==> src/rtl/cmp_sequencer_if.sv <==
// Request/response bundle between the CPU compare logic and the byte-serial compare sequencer.
// The CPU side drives the operands and start, and the sequencer returns busy, done and result.
interface cmp_sequencer_if #(
  parameter int NBYTES = 4
);
  logic                  start;
  logic                  signed_en;
  logic [8*NBYTES-1:0]   op_a;
  logic [8*NBYTES-1:0]   op_b;
  logic                  busy;
  logic                  done;
  logic [7:0]            result;

  modport master (
    output start, signed_en, op_a, op_b,
    input  busy, done, result
  );

  modport slave (
    input  start, signed_en, op_a, op_b,
    output busy, done, result
  );
endinterface

==> src/rtl/cmp_sequencer.sv <==
// Byte-serial multi-byte compare on a shared 8-bit comparator, MSB first, exiting early on the first unequal byte.
// Takes 1..NBYTES compare cycles plus one done cycle; start is accepted only when idle, and is dropped while busy.
module cmp_sequencer #(
  parameter int NBYTES = 4
) (
  input  logic             clk,
  input  logic             reset,
  cmp_sequencer_if.slave   bus,
  output logic [7:0]       cmp_a,
  output logic [7:0]       cmp_b,
  input  logic [7:0]       cmp_result
);
  localparam int IDXW = (NBYTES > 1) ? $clog2(NBYTES) : 1;

  typedef enum logic [1:0] {IDLE, COMPARE, DONE} state_t;

  state_t                 state_q, state_d;
  logic [IDXW-1:0]        idx_q, idx_d;
  logic [NBYTES-1:0][7:0] opa_q, opb_q;
  logic                   sgn_q;
  logic [7:0]             result_q, result_d;
  logic [7:0]             res_norm;
  logic                   load;
  logic                   bias;

  // Any nonzero comparator code other than 01/FF is folded by its sign bit.
  always_comb begin
    res_norm = 8'h00;
    if (cmp_result != 8'h00)
      res_norm = cmp_result[7] ? 8'hFF : 8'h01;
  end

  // Flipping the sign bit of the top byte turns a signed compare into an unsigned one.
  assign bias = sgn_q && (idx_q == IDXW'(NBYTES - 1));

  always_comb begin
    cmp_a = 8'h00;
    cmp_b = 8'h00;
    if (state_q == COMPARE) begin
      cmp_a = opa_q[idx_q] ^ {bias, 7'b0};
      cmp_b = opb_q[idx_q] ^ {bias, 7'b0};
    end
  end

  always_comb begin
    state_d  = state_q;
    idx_d    = idx_q;
    result_d = result_q;
    load     = 1'b0;
    case (state_q)
      IDLE: begin
        if (bus.start) begin
          load    = 1'b1;
          idx_d   = IDXW'(NBYTES - 1);
          state_d = COMPARE;
        end
      end
      COMPARE: begin
        if (res_norm != 8'h00) begin
          result_d = res_norm;
          state_d  = DONE;
        end else if (idx_q == '0) begin
          result_d = 8'h00;
          state_d  = DONE;
        end else begin
          idx_d = idx_q - 1'b1;
        end
      end
      DONE:    state_d = IDLE;
      default: state_d = IDLE;
    endcase
  end

  always_ff @(posedge clk) begin
    if (reset) begin
      state_q  <= IDLE;
      idx_q    <= '0;
      opa_q    <= '0;
      opb_q    <= '0;
      sgn_q    <= 1'b0;
      result_q <= 8'h00;
    end else begin
      state_q  <= state_d;
      idx_q    <= idx_d;
      result_q <= result_d;
      if (load) begin
        opa_q <= bus.op_a;
        opb_q <= bus.op_b;
        sgn_q <= bus.signed_en;
      end
    end
  end

  assign bus.busy   = (state_q != IDLE);
  assign bus.done   = (state_q == DONE);
  assign bus.result = result_q;
endmodule

==> src/flat_wrapper.sv <==
// flat-port wrapper written by rule: the top's interface ports become plain ports
module cmp_sequencer_flat 
#(
  parameter int NBYTES = 4
)
  (clk, reset, cmp_a, cmp_b, cmp_result, bus_start, bus_signed_en, bus_op_a, bus_op_b, bus_busy, bus_done, bus_result);
  cmp_sequencer_if #(.NBYTES(NBYTES)) bus_i ();
  input  logic clk;
  input  logic reset;
  output logic [7:0] cmp_a;
  output logic [7:0] cmp_b;
  input  logic [7:0] cmp_result;
  input wire logic [$bits(bus_i.start)-1:0] bus_start;
  input wire logic [$bits(bus_i.signed_en)-1:0] bus_signed_en;
  input wire logic [$bits(bus_i.op_a)-1:0] bus_op_a;
  input wire logic [$bits(bus_i.op_b)-1:0] bus_op_b;
  output wire logic [$bits(bus_i.busy)-1:0] bus_busy;
  output wire logic [$bits(bus_i.done)-1:0] bus_done;
  output wire logic [$bits(bus_i.result)-1:0] bus_result;
  assign bus_i.start = bus_start;
  assign bus_i.signed_en = bus_signed_en;
  assign bus_i.op_a = bus_op_a;
  assign bus_i.op_b = bus_op_b;
  assign bus_busy = bus_i.busy;
  assign bus_done = bus_i.done;
  assign bus_result = bus_i.result;
  cmp_sequencer #(.NBYTES(NBYTES)) u_core (.clk(clk), .reset(reset), .bus(bus_i), .cmp_a(cmp_a), .cmp_b(cmp_b), .cmp_result(cmp_result));
endmodule
==> config.mk <==
export PLATFORM = sky130hd
export DESIGN_NAME = cmp_sequencer_flat
export DESIGN_NICKNAME = d
export VERILOG_FILES = /design/src/rtl/cmp_sequencer_if.sv /design/src/rtl/cmp_sequencer.sv /design/src/flat_wrapper.sv
export SDC_FILE = /design/constraint.sdc
export NUM_CORES = 1
export LEC_CHECK = 0
export CAP_MARGIN = 20
export CORE_MARGIN = 2
export CORE_UTILIZATION = 28
export DETAILED_ROUTE_END_ITERATION = 8
export SLEW_MARGIN = 20
export SYNTH_ARGS = -nofsm -noshare
export SYNTH_HDL_FRONTEND = slang
export SYNTH_SLANG_ARGS = --single-unit
==> constraint.sdc <==
create_clock -name clk -period 2.2 [get_ports clk]
set_input_delay 0.44 -clock clk [delete_from_list [all_inputs] [get_ports clk]]
set_output_delay 0.44 -clock clk [all_outputs]
set_load 0.05 [all_outputs]
# After elaboration in Yosys (flattened, before gate mapping)
# Index checks and enable logic that the tools add are counted.
[op_classes]
add_sub_neg = 1
order_cmp = 1
n_eq_ne = 7
n_mux = 20
n_bitwise = 2
reduce_logical = 11
[op_table]
columns = ["op", "count"]
rows = [
  ["$mux 8", 8],
  ["$bmux 8 s2", 2],
  ["$reduce_bool 8->1", 2],
  ["$xor 8x8->8", 2],
  ["$mux 2", 6],
  ["$pmux 2 s2", 2],
  ["$ne 2x2->1 const B", 3],
  ["$reduce_bool 2->1", 3],
  ["$eq 2x2->1 const B", 2],
  ["$logic_not 2->1", 2],
  ["$reduce_and 2->1", 2],
  ["$reduce_and 4->1", 1],
  ["$lt 2x3->1 const B", 1],
  ["$ne 3x3->1 const B", 1],
  ["$eq 2x1->1 const B", 1],
  ["$mux 1", 2],
  ["$sub 2x1->2 const B", 1],
  ["$logic_and 1x1->1", 1],
]
[totals]
reg_bits = 77
in_bits = 76
output_inout_bits = 26
wordCells = 54

# Longest topological paths before layout
# Gate-level depths: netlist of the first run.
[depth]
ltp_word = 5
mapped_depth = 7
ltp_nobuf = 5

# Worst setup path before layout of the first run
# Ideal clock, no wire load.
[synth_timing]
path_kind = "register -> output"
startpoint = "reg u_core.idx_q[1]"
endpoint = "out cmp_b[7]"
arrival_ps = 1881
required_ps = 1760
setup_slack_ps = -121
path_stages_with_launch = 5
n_path_buf = 1
cell_sequence = "dfxtp_1 > buf_2 > mux4_2 > xor2_1 > nor2_1"
[synth_via]
elab_chain_cells = 4
word_cells_on_any_way = 6
classes_between = "eq/ne: 1; mux: 3; bitwise: 1; reduce/logical: 1"
[synth_rtl]
columns = ["item", "line", "source"]
rows = [
  ["start: declaration", "cmp_sequencer.sv:18", "logic [IDXW-1:0] idx_q, idx_d;"],
  ["start signal: assignment", "cmp_sequencer.sv:84", "idx_q <= idx_d;"],
  ["$bmux 8 s2 or $eq 2x2->1 (tied branches)", "cmp_sequencer.sv:41, cmp_sequencer.sv:34", ""],
  ["$mux 8 (not written as such) or $logic_and 1x1->1 (tied branches)", "cmp_sequencer.sv:41, cmp_sequencer.sv:34", ""],
  ["$xor 8x8->8 (*)", "cmp_sequencer.sv:41", "cmp_b = opb_q[idx_q] ^ {bias, 7'b0};"],
  ["$mux 8 (*)", "cmp_sequencer.sv:39", "if (state_q == COMPARE) begin"],
  ["end: declaration", "flat_wrapper.sv:11", "output logic [7:0] cmp_b;"],
]
# Mark *: on every way between the ends. The rest lies on a longest branch, timed or not. The select of a mux whose other input is x is not followed.

# Final worst setup path of the first run
# Ends and elaborated chain as after synthesis.

==> flow_summary.json, run 1 <==
{
  "die_w_um": 109.8,
  "fin_crit_sh_pct": 100.1,
  "syn_nets": 446,
  "cp_common_cell": "buf_12",
  "netlist_area_mm2": 0.003132,
  "r2r-end": "u_core.idx_q[0]",
  "hold_class": "flip-flop to flip-flop",
  "drive_gt1_share_pct": 18.09,
  "overflow": 0,
  "setup_viol_count_final": 1,
  "cts_buffers": 9,
  "dpl_cell_area_mm2": 0.004312,
  "yosysWarnings": 0,
  "violations": "negative setup slack",
  "postSynth.asyncResetShare_pct": 0,
  "n_antenna_cell": 0,
  "slew-limit-headroom_pct": 61.93,
  "synth_top_area_share_pct": 45.39,
  "ctsHtreeMaxLevel": 3,
  "critPathMaxFanout": 6,
  "cp-start-kind": "flip-flop",
  "place_hpwl_um": 5974,
  "synth_area_leaders": "dfxtp_1 45%, nand2_1 16%, mux4_2 12%, a21oi_1 11%, and2_1 2.8%",
  "cts_root_buffer": "clkbuf_8",
  "drt_iter0_drc": 174,
  "grt_pass1_vias": 2739,
  "wl_per_cell_um": 13.51,
  "rsz0062_at_grt": "true",
  "die-area_mm2": 0.01205,
  "start_util_pct": 28.76,
  "synthAdderAreaFrac_pct": 0.7990,
  "cp-end-kind": "output pin",
  "cp_slowest_cell": "mux4_2",
  "core_area_mm2": 0.01089,
  "firstDrtPassIters": 4,
  "power.leakage_nw": 1.786,
  "die-height_um": 109.8,
  "vdd_ir_drop_max_mv": 0.2148,
  "drc": 0,
  "synth_largest_area_cell": "dfxtp_1",
  "avgSynthCellArea_um2": 8.510,
  "timing.fmax_mhz": 454.1,
  "portBuffers": 101,
  "synth_compound_area_share_pct": 12.27,
  "synth-main-ff-cell": "dfxtp_1",
  "final_area_mm2": 0.004612,
  "gp_congestion": 0.7304,
  "worstSetupPathType": "flip-flop to output pin",
  "clkTransAtPathRegs_ps": 70,
  "path_cells": "buf_12, mux4_2, xor2_1, nor2_2, buf_12",
  "synth_most_common_cell": "nand2_1",
  "cts.path.max_buffers": 2,
  "cp_top_family": "multiplexers",
  "vias": 2813,
  "worst-endpoint-arrival_ps": 1760,
  "grt_max_degree": 35,
  "timing.final.ws_setup_ps": -2.298,
  "synth_cells": 368,
  "synth_edf_count": 0,
  "hold_buffers": 0,
  "synth_top_family_by_area": "simple AND/OR/NAND/NOR gates",
  "area_delta_synth_final_pct": 47.26,
  "critPathLaunch": "u_core.idx_q[1]",
  "grt_util_all_layers_pct": 14.56,
  "nets": 546,
  "worst-r2r-setup-slack_ps": 670,
  "routed_wirelength_um": 8242,
  "via_per_inst": 4.611,
  "yosys-top-cells-count": "133 x nand2_1, 71 x dfxtp_1, 67 x a21oi_1",
  "power_density_mw_per_mm2": 625.9,
  "cts_tree": "yes",
  "r2r-start": "u_core.idx_q[1]",
  "worst_ep_required_time_ps": 1760,
  "post-route-min-period_ps": 2202,
  "synth.area.mux_share_pct": 11.83,
  "tightest_slew_ps": 571.1,
  "hold_violations": 0,
  "io_pins": 102,
  "path_buf_inv": 2,
  "yosysUniqueCellTypes": 29,
  "ys_seq_area_share_pct": 45.39,
  "maxCapViolCount": 0,
  "rr_worst_depth": 8,
  "clock_skew_ps": 3.365,
  "slew_violations": 0,
  "grt_pass1_wl_um": 13340,
  "clk_latency_ps": 340,
  "antenna_found_initial": 0,
  "synthSimpleGateAreaFrac_pct": 22.77,
  "fillers": 1095,
  "status": "finished with violations",
  "cts_sinks": 71,
  "ys_ff_latch": 71,
  "critical_path_depth": 5,
  "pre_cts_slack_ps": 216.1,
  "postRouteAntennaNets": 0,
  "slowest_delay_ps": 500,
  "endpoint": "cmp_b[7]",
  "total_power_mw": 2.887,
  "synth_xor_xnor_area_share_pct": 0.5593,
  "rows": 38
}
[cells by family after synthesis]
family,count (synthesis)
multiplexers,17
buffers and inverters,38
flip-flops,71
AND/OR/NAND/NOR,164
AO/OA/AOI/OAI,74
adder cells (fa/ha/maj),2
XOR/XNOR,2
[what timing repair did]
| item | in CTS | in global routing |
|---|---|---|
| setup endpoints to repair | 14 | 17 |
| gates resized for setup | 10 | 13 |
| pin swaps | 2 | 4 |
| buffers inserted | 9 | 0 |
[registers in the layout, indices dropped and copies added, names as in the netlist]
signal	count
u_core.opa_q	32
u_core.sgn_q	1
u_core.opb_q	32
u_core.idx_q	2
u_core.bus.result	2
u_core.state_q	2
[cell usage in the layout, fill, tap and decap left out]
cell type and n:
nand2_1 132, clkdlybuf4s50_1 81, dfxtp_1 69, a21oi_1 67, buf_4 19, mux4_2 16, clkbuf_8 10, buf_12 10
buf_6 9, and2_1 8, and2_4 6, inv_1 3, nor2b_1 3, dlymetal6s2s_1 3, or2_2 2, xor2_1 2
nor2_2 2, nor4_1 2, nand4_1 2, a31oi_1 2, o21ai_0 2, ha_1 2, clkinv_2 2, dfxtp_2 2
nand2b_1 1, nand2_2 1, nor3b_2 1, or3b_2 1, a41o_1 1, or4_4 1, or4_1 1, a21o_1 1
nor4_4 1, mux2i_1 1, a311oi_1 1, clkbuf_1 1, buf_2 1, buf_8 1
[worst register-to-register path: stages, from the launching register on]
cell and delay (ps):
dfxtp_2 330, buf_12 130, buf_4 130, buf_4 130, inv_1 70, ha_1 250
nor2b_1 70, a41o_1 230, a31oi_1 120
[cell type report]
cell class                 count  area (um2)  share of cell area, %
clock buffer                  11       141.4                  3.066
clock inverter                 2       10.01                 0.2170
inverter                       3       11.26                 0.2442
multi-input combinational    259        1538                  33.34
sequential                    71        1424                  30.87
tap                          140       175.2                  3.798
timing repair buffer         124        1313                  28.46
[worst min-delay path by stage]
stage | from | endpoint | cells after the start
2_1_floorplan | u_core.opa_q[10] | u_core.opa_q[10] | 2
3_3_place_gp | u_core.opb_q[12] | u_core.opb_q[12] | 2
3_5_place_dp | u_core.opa_q[15] | u_core.opa_q[15] | 2
4_1_cts | u_core.opa_q[15] | u_core.opa_q[15] | 2
5_1_grt | u_core.opb_q[30] | u_core.opb_q[30] | 2
6_report | u_core.opa_q[15] | u_core.opa_q[15] | 2
[per-stage QoR]
step	utilization, %	setup TNS (ps)	std cells	hold WS [ps]
finish	42.36	-2.298	610	452.2
global placement	39.60	0	588	439.2
CTS	41.97	-86.92	610	454.6
global route	42.36	-244.5	610	477.3
floorplan	-	0	368	433.1
detailed placement	39.60	0	588	444.5
[power breakdown]
part	internal (mW)	switching (mW)	total, mW
registers	1.37	0.0424	1.41
logic	0.322	0.290	0.612
clock network	0.418	0.447	0.865
[metal layers]
| layer | track usage [%] | part of all wire (%) | vias up |
|---|---|---|---|
| li1 | - | - | 1417 |
| met1 | 17.77 | 42 | 1309 |
| met2 | 24.38 | 51 | 75 |
| met3 | 3.497 | 4.9 | 12 |
| met4 | 6.329 | 2.1 | 0 |
| met5 | 0 | 0 | - |
(Power assumes the default switching activity.)
==> run 2, diff against run 1 <==
- PLACE_DENSITY: default -> 0.56
==> run 2 against run 1 <==
  * The flow still finishes with violations (negative setup slack)
  * Maximum frequency shrank 1.5%
  * Sequential share of layout area shrank 0.67 points
  * First-iteration DRC count down 38%
  * Via count rose by 0.60%
  * Critical path depth unchanged
  * Clock power is 28% higher
  * Sequential power barely moved
  * Critical endpoint is now cmp_a[7]
  * Largest cell class unchanged
  * Highest routed layer unchanged
==> flow_summary.json, run 2 (synthesis results as in run 1) <==
{
  "worst_ep_required_time_ps": 1760,
  "core_area_mm2": 0.01089,
  "die-area_mm2": 0.01205,
  "clock_skew_ps": 3.150,
  "die-height_um": 109.8,
  "nets": 543,
  "final_util_pct": 43.38,
  "worst-r2r-setup-slack_ps": 710,
  "post-route-min-period_ps": 2236,
  "timing.final.ws_setup_ps": -35.65,
  "vias": 2830,
  "cts_buffers": 9,
  "timing.fmax_mhz": 447.3,
  "slew_violations": 0,
  "hold_class": "flip-flop to flip-flop",
  "maxCapViolCount": 0,
  "ctsHtreeMaxLevel": 3,
  "rsz0062_at_grt": "true",
  "start_util_pct": 28.76,
  "slew-limit-headroom_pct": 65.35,
  "power_density_mw_per_mm2": 667.0,
  "final_area_mm2": 0.004723,
  "clkTransAtPathRegs_ps": 80,
  "via_per_inst": 4.647,
  "gp_congestion": 0.7498,
  "portBuffers": 101,
  "fin_crit_sh_pct": 101.6,
  "postRouteAntennaNets": 0,
  "grt_pass1_wl_um": 13340,
  "io_pins": 102,
  "n_antenna_cell": 0,
  "grt_pass1_vias": 2753,
  "setup_tns_ps": -52.97,
  "placedCellCount": 587,
  "vdd_ir_drop_max_mv": 0.2768,
  "grt_max_degree": 66,
  "clk_latency_ps": 330,
  "hold_violations": 0,
  "critPathMaxFanout": 2,
  "cts_tree": "yes",
  "routed_wirelength_um": 8441,
  "status": "finished with violations",
  "place_hpwl_um": 5741,
  "firstDrtPassIters": 5,
  "setup_viol_count_final": 2,
  "endpoint": "cmp_a[7]",
  "r2r-start": "u_core.idx_q[0]",
  "final_cell_mix": "133 x nand2_1, 80 x clkdlybuf4s50_1, 69 x dfxtp_1, 67 x a21oi_1, 16 x mux4_2",
  "layout.cells.most_common": "nand2_1",
  "violations": "negative setup slack",
  "worst-endpoint-arrival_ps": 1800,
  "overflow": 0,
  "rr_worst_depth": 6,
  "cts_root_buffer": "clkbuf_8",
  "cts.path.max_buffers": 2,
  "grt_util_all_layers_pct": 14.51,
  "dpl_cell_area_mm2": 0.004342,
  "reg_top3": "u_core.opa_q x32, u_core.opb_q x32",
  "drive_gt1_share_pct": 19.19,
  "stdcell_count": 609,
  "antenna_found_initial": 0,
  "r2r-end": "u_core.idx_q[1]",
  "tightest_slew_ps": 519.7,
  "drt_iter0_drc": 108,
  "power.leakage_nw": 1.840,
  "die_w_um": 109.8,
  "whs_ps": 453.2,
  "cp-end-kind": "output pin",
  "critPathLaunch": "u_core.idx_q[1]",
  "wl_per_cell_um": 13.86,
  "drc": 0,
  "rows": 38,
  "cts_sinks": 71,
  "area_delta_synth_final_pct": 50.82,
  "worstSetupPathType": "flip-flop to output pin",
  "cp-start-kind": "flip-flop"
}
-- run 2: per-stage QoR --
stage	power [mW]	setup slack [ps]
floorplan	1.767	99.67
global placement	2.022	226.9
detailed placement	2.034	215.4
CTS	3.191	-79.70
global route	3.333	-125.7
finish	3.150	-35.65
-- run 2: what timing repair did --
action                                  in CTS  in global routing
cloned                                       1                  0
hold endpoints to repair                     0                  0
resized for setup                           11                 20
buffers inserted                             6                  0
endpoints found under the setup margin      16                 23
hold buffers                                 0                  0
pin swaps                                    6                  3
-- run 2: how the worst min path moves through the flow --
stage                startpoint               end  slack, ps  cells after the start
2_1_floorplan  u_core.opa_q[10]  u_core.opa_q[10]        430                      2
3_3_place_gp   u_core.opb_q[13]  u_core.opb_q[13]        440                      2
3_5_place_dp   u_core.opa_q[12]  u_core.opa_q[12]        440                      2
4_1_cts        u_core.opb_q[15]  u_core.opb_q[15]        460                      2
5_1_grt        u_core.opa_q[12]  u_core.opa_q[12]        470                      2
6_report       u_core.opa_q[12]  u_core.opa_q[12]        450                      2
-- run 2: per-layer routing --
| metal | global-route usage [%] | share of wire [%] | up-vias |
|---|---|---|---|
| li1 | - | - | 1414 |
| met1 | 18.56 | 44 | 1342 |
| met2 | 23.81 | 50 | 66 |
| met5 | 0 | 0 | - |
| met3 | 3.675 | 4.8 | 8 |
| met4 | 4.882 | 1.4 | 0 |
-- run 2: final cells by class --
class / count / area [um2]
inverters: 3 / 11.26
fillers: 1116 / 6165
flip-flops and latches: 71 / 1426
clock buffers: 9 / 123.9
clock inverters: 6 / 86.33
repair buffers: 121 / 1350
multi-input cells: 259 / 1550
well taps: 140 / 175.2
-- run 2: critical path, stage by stage, from the launching register on --
cell and delay, ps:
dfxtp_2 360, buf_4 120, mux4_2 510, xor2_1 170, nor2_2 140, buf_12 150
-- run 2: report_power, final --
part	internal [mW]	leakage [nW]	switching, mW	total (mW)
sequential	1.37	0.584	0.0458	1.41
combinational	0.332	1.15	0.293	0.625
clock	0.630	0.105	0.483	1.11
total	2.33	1.84	0.822	3.15
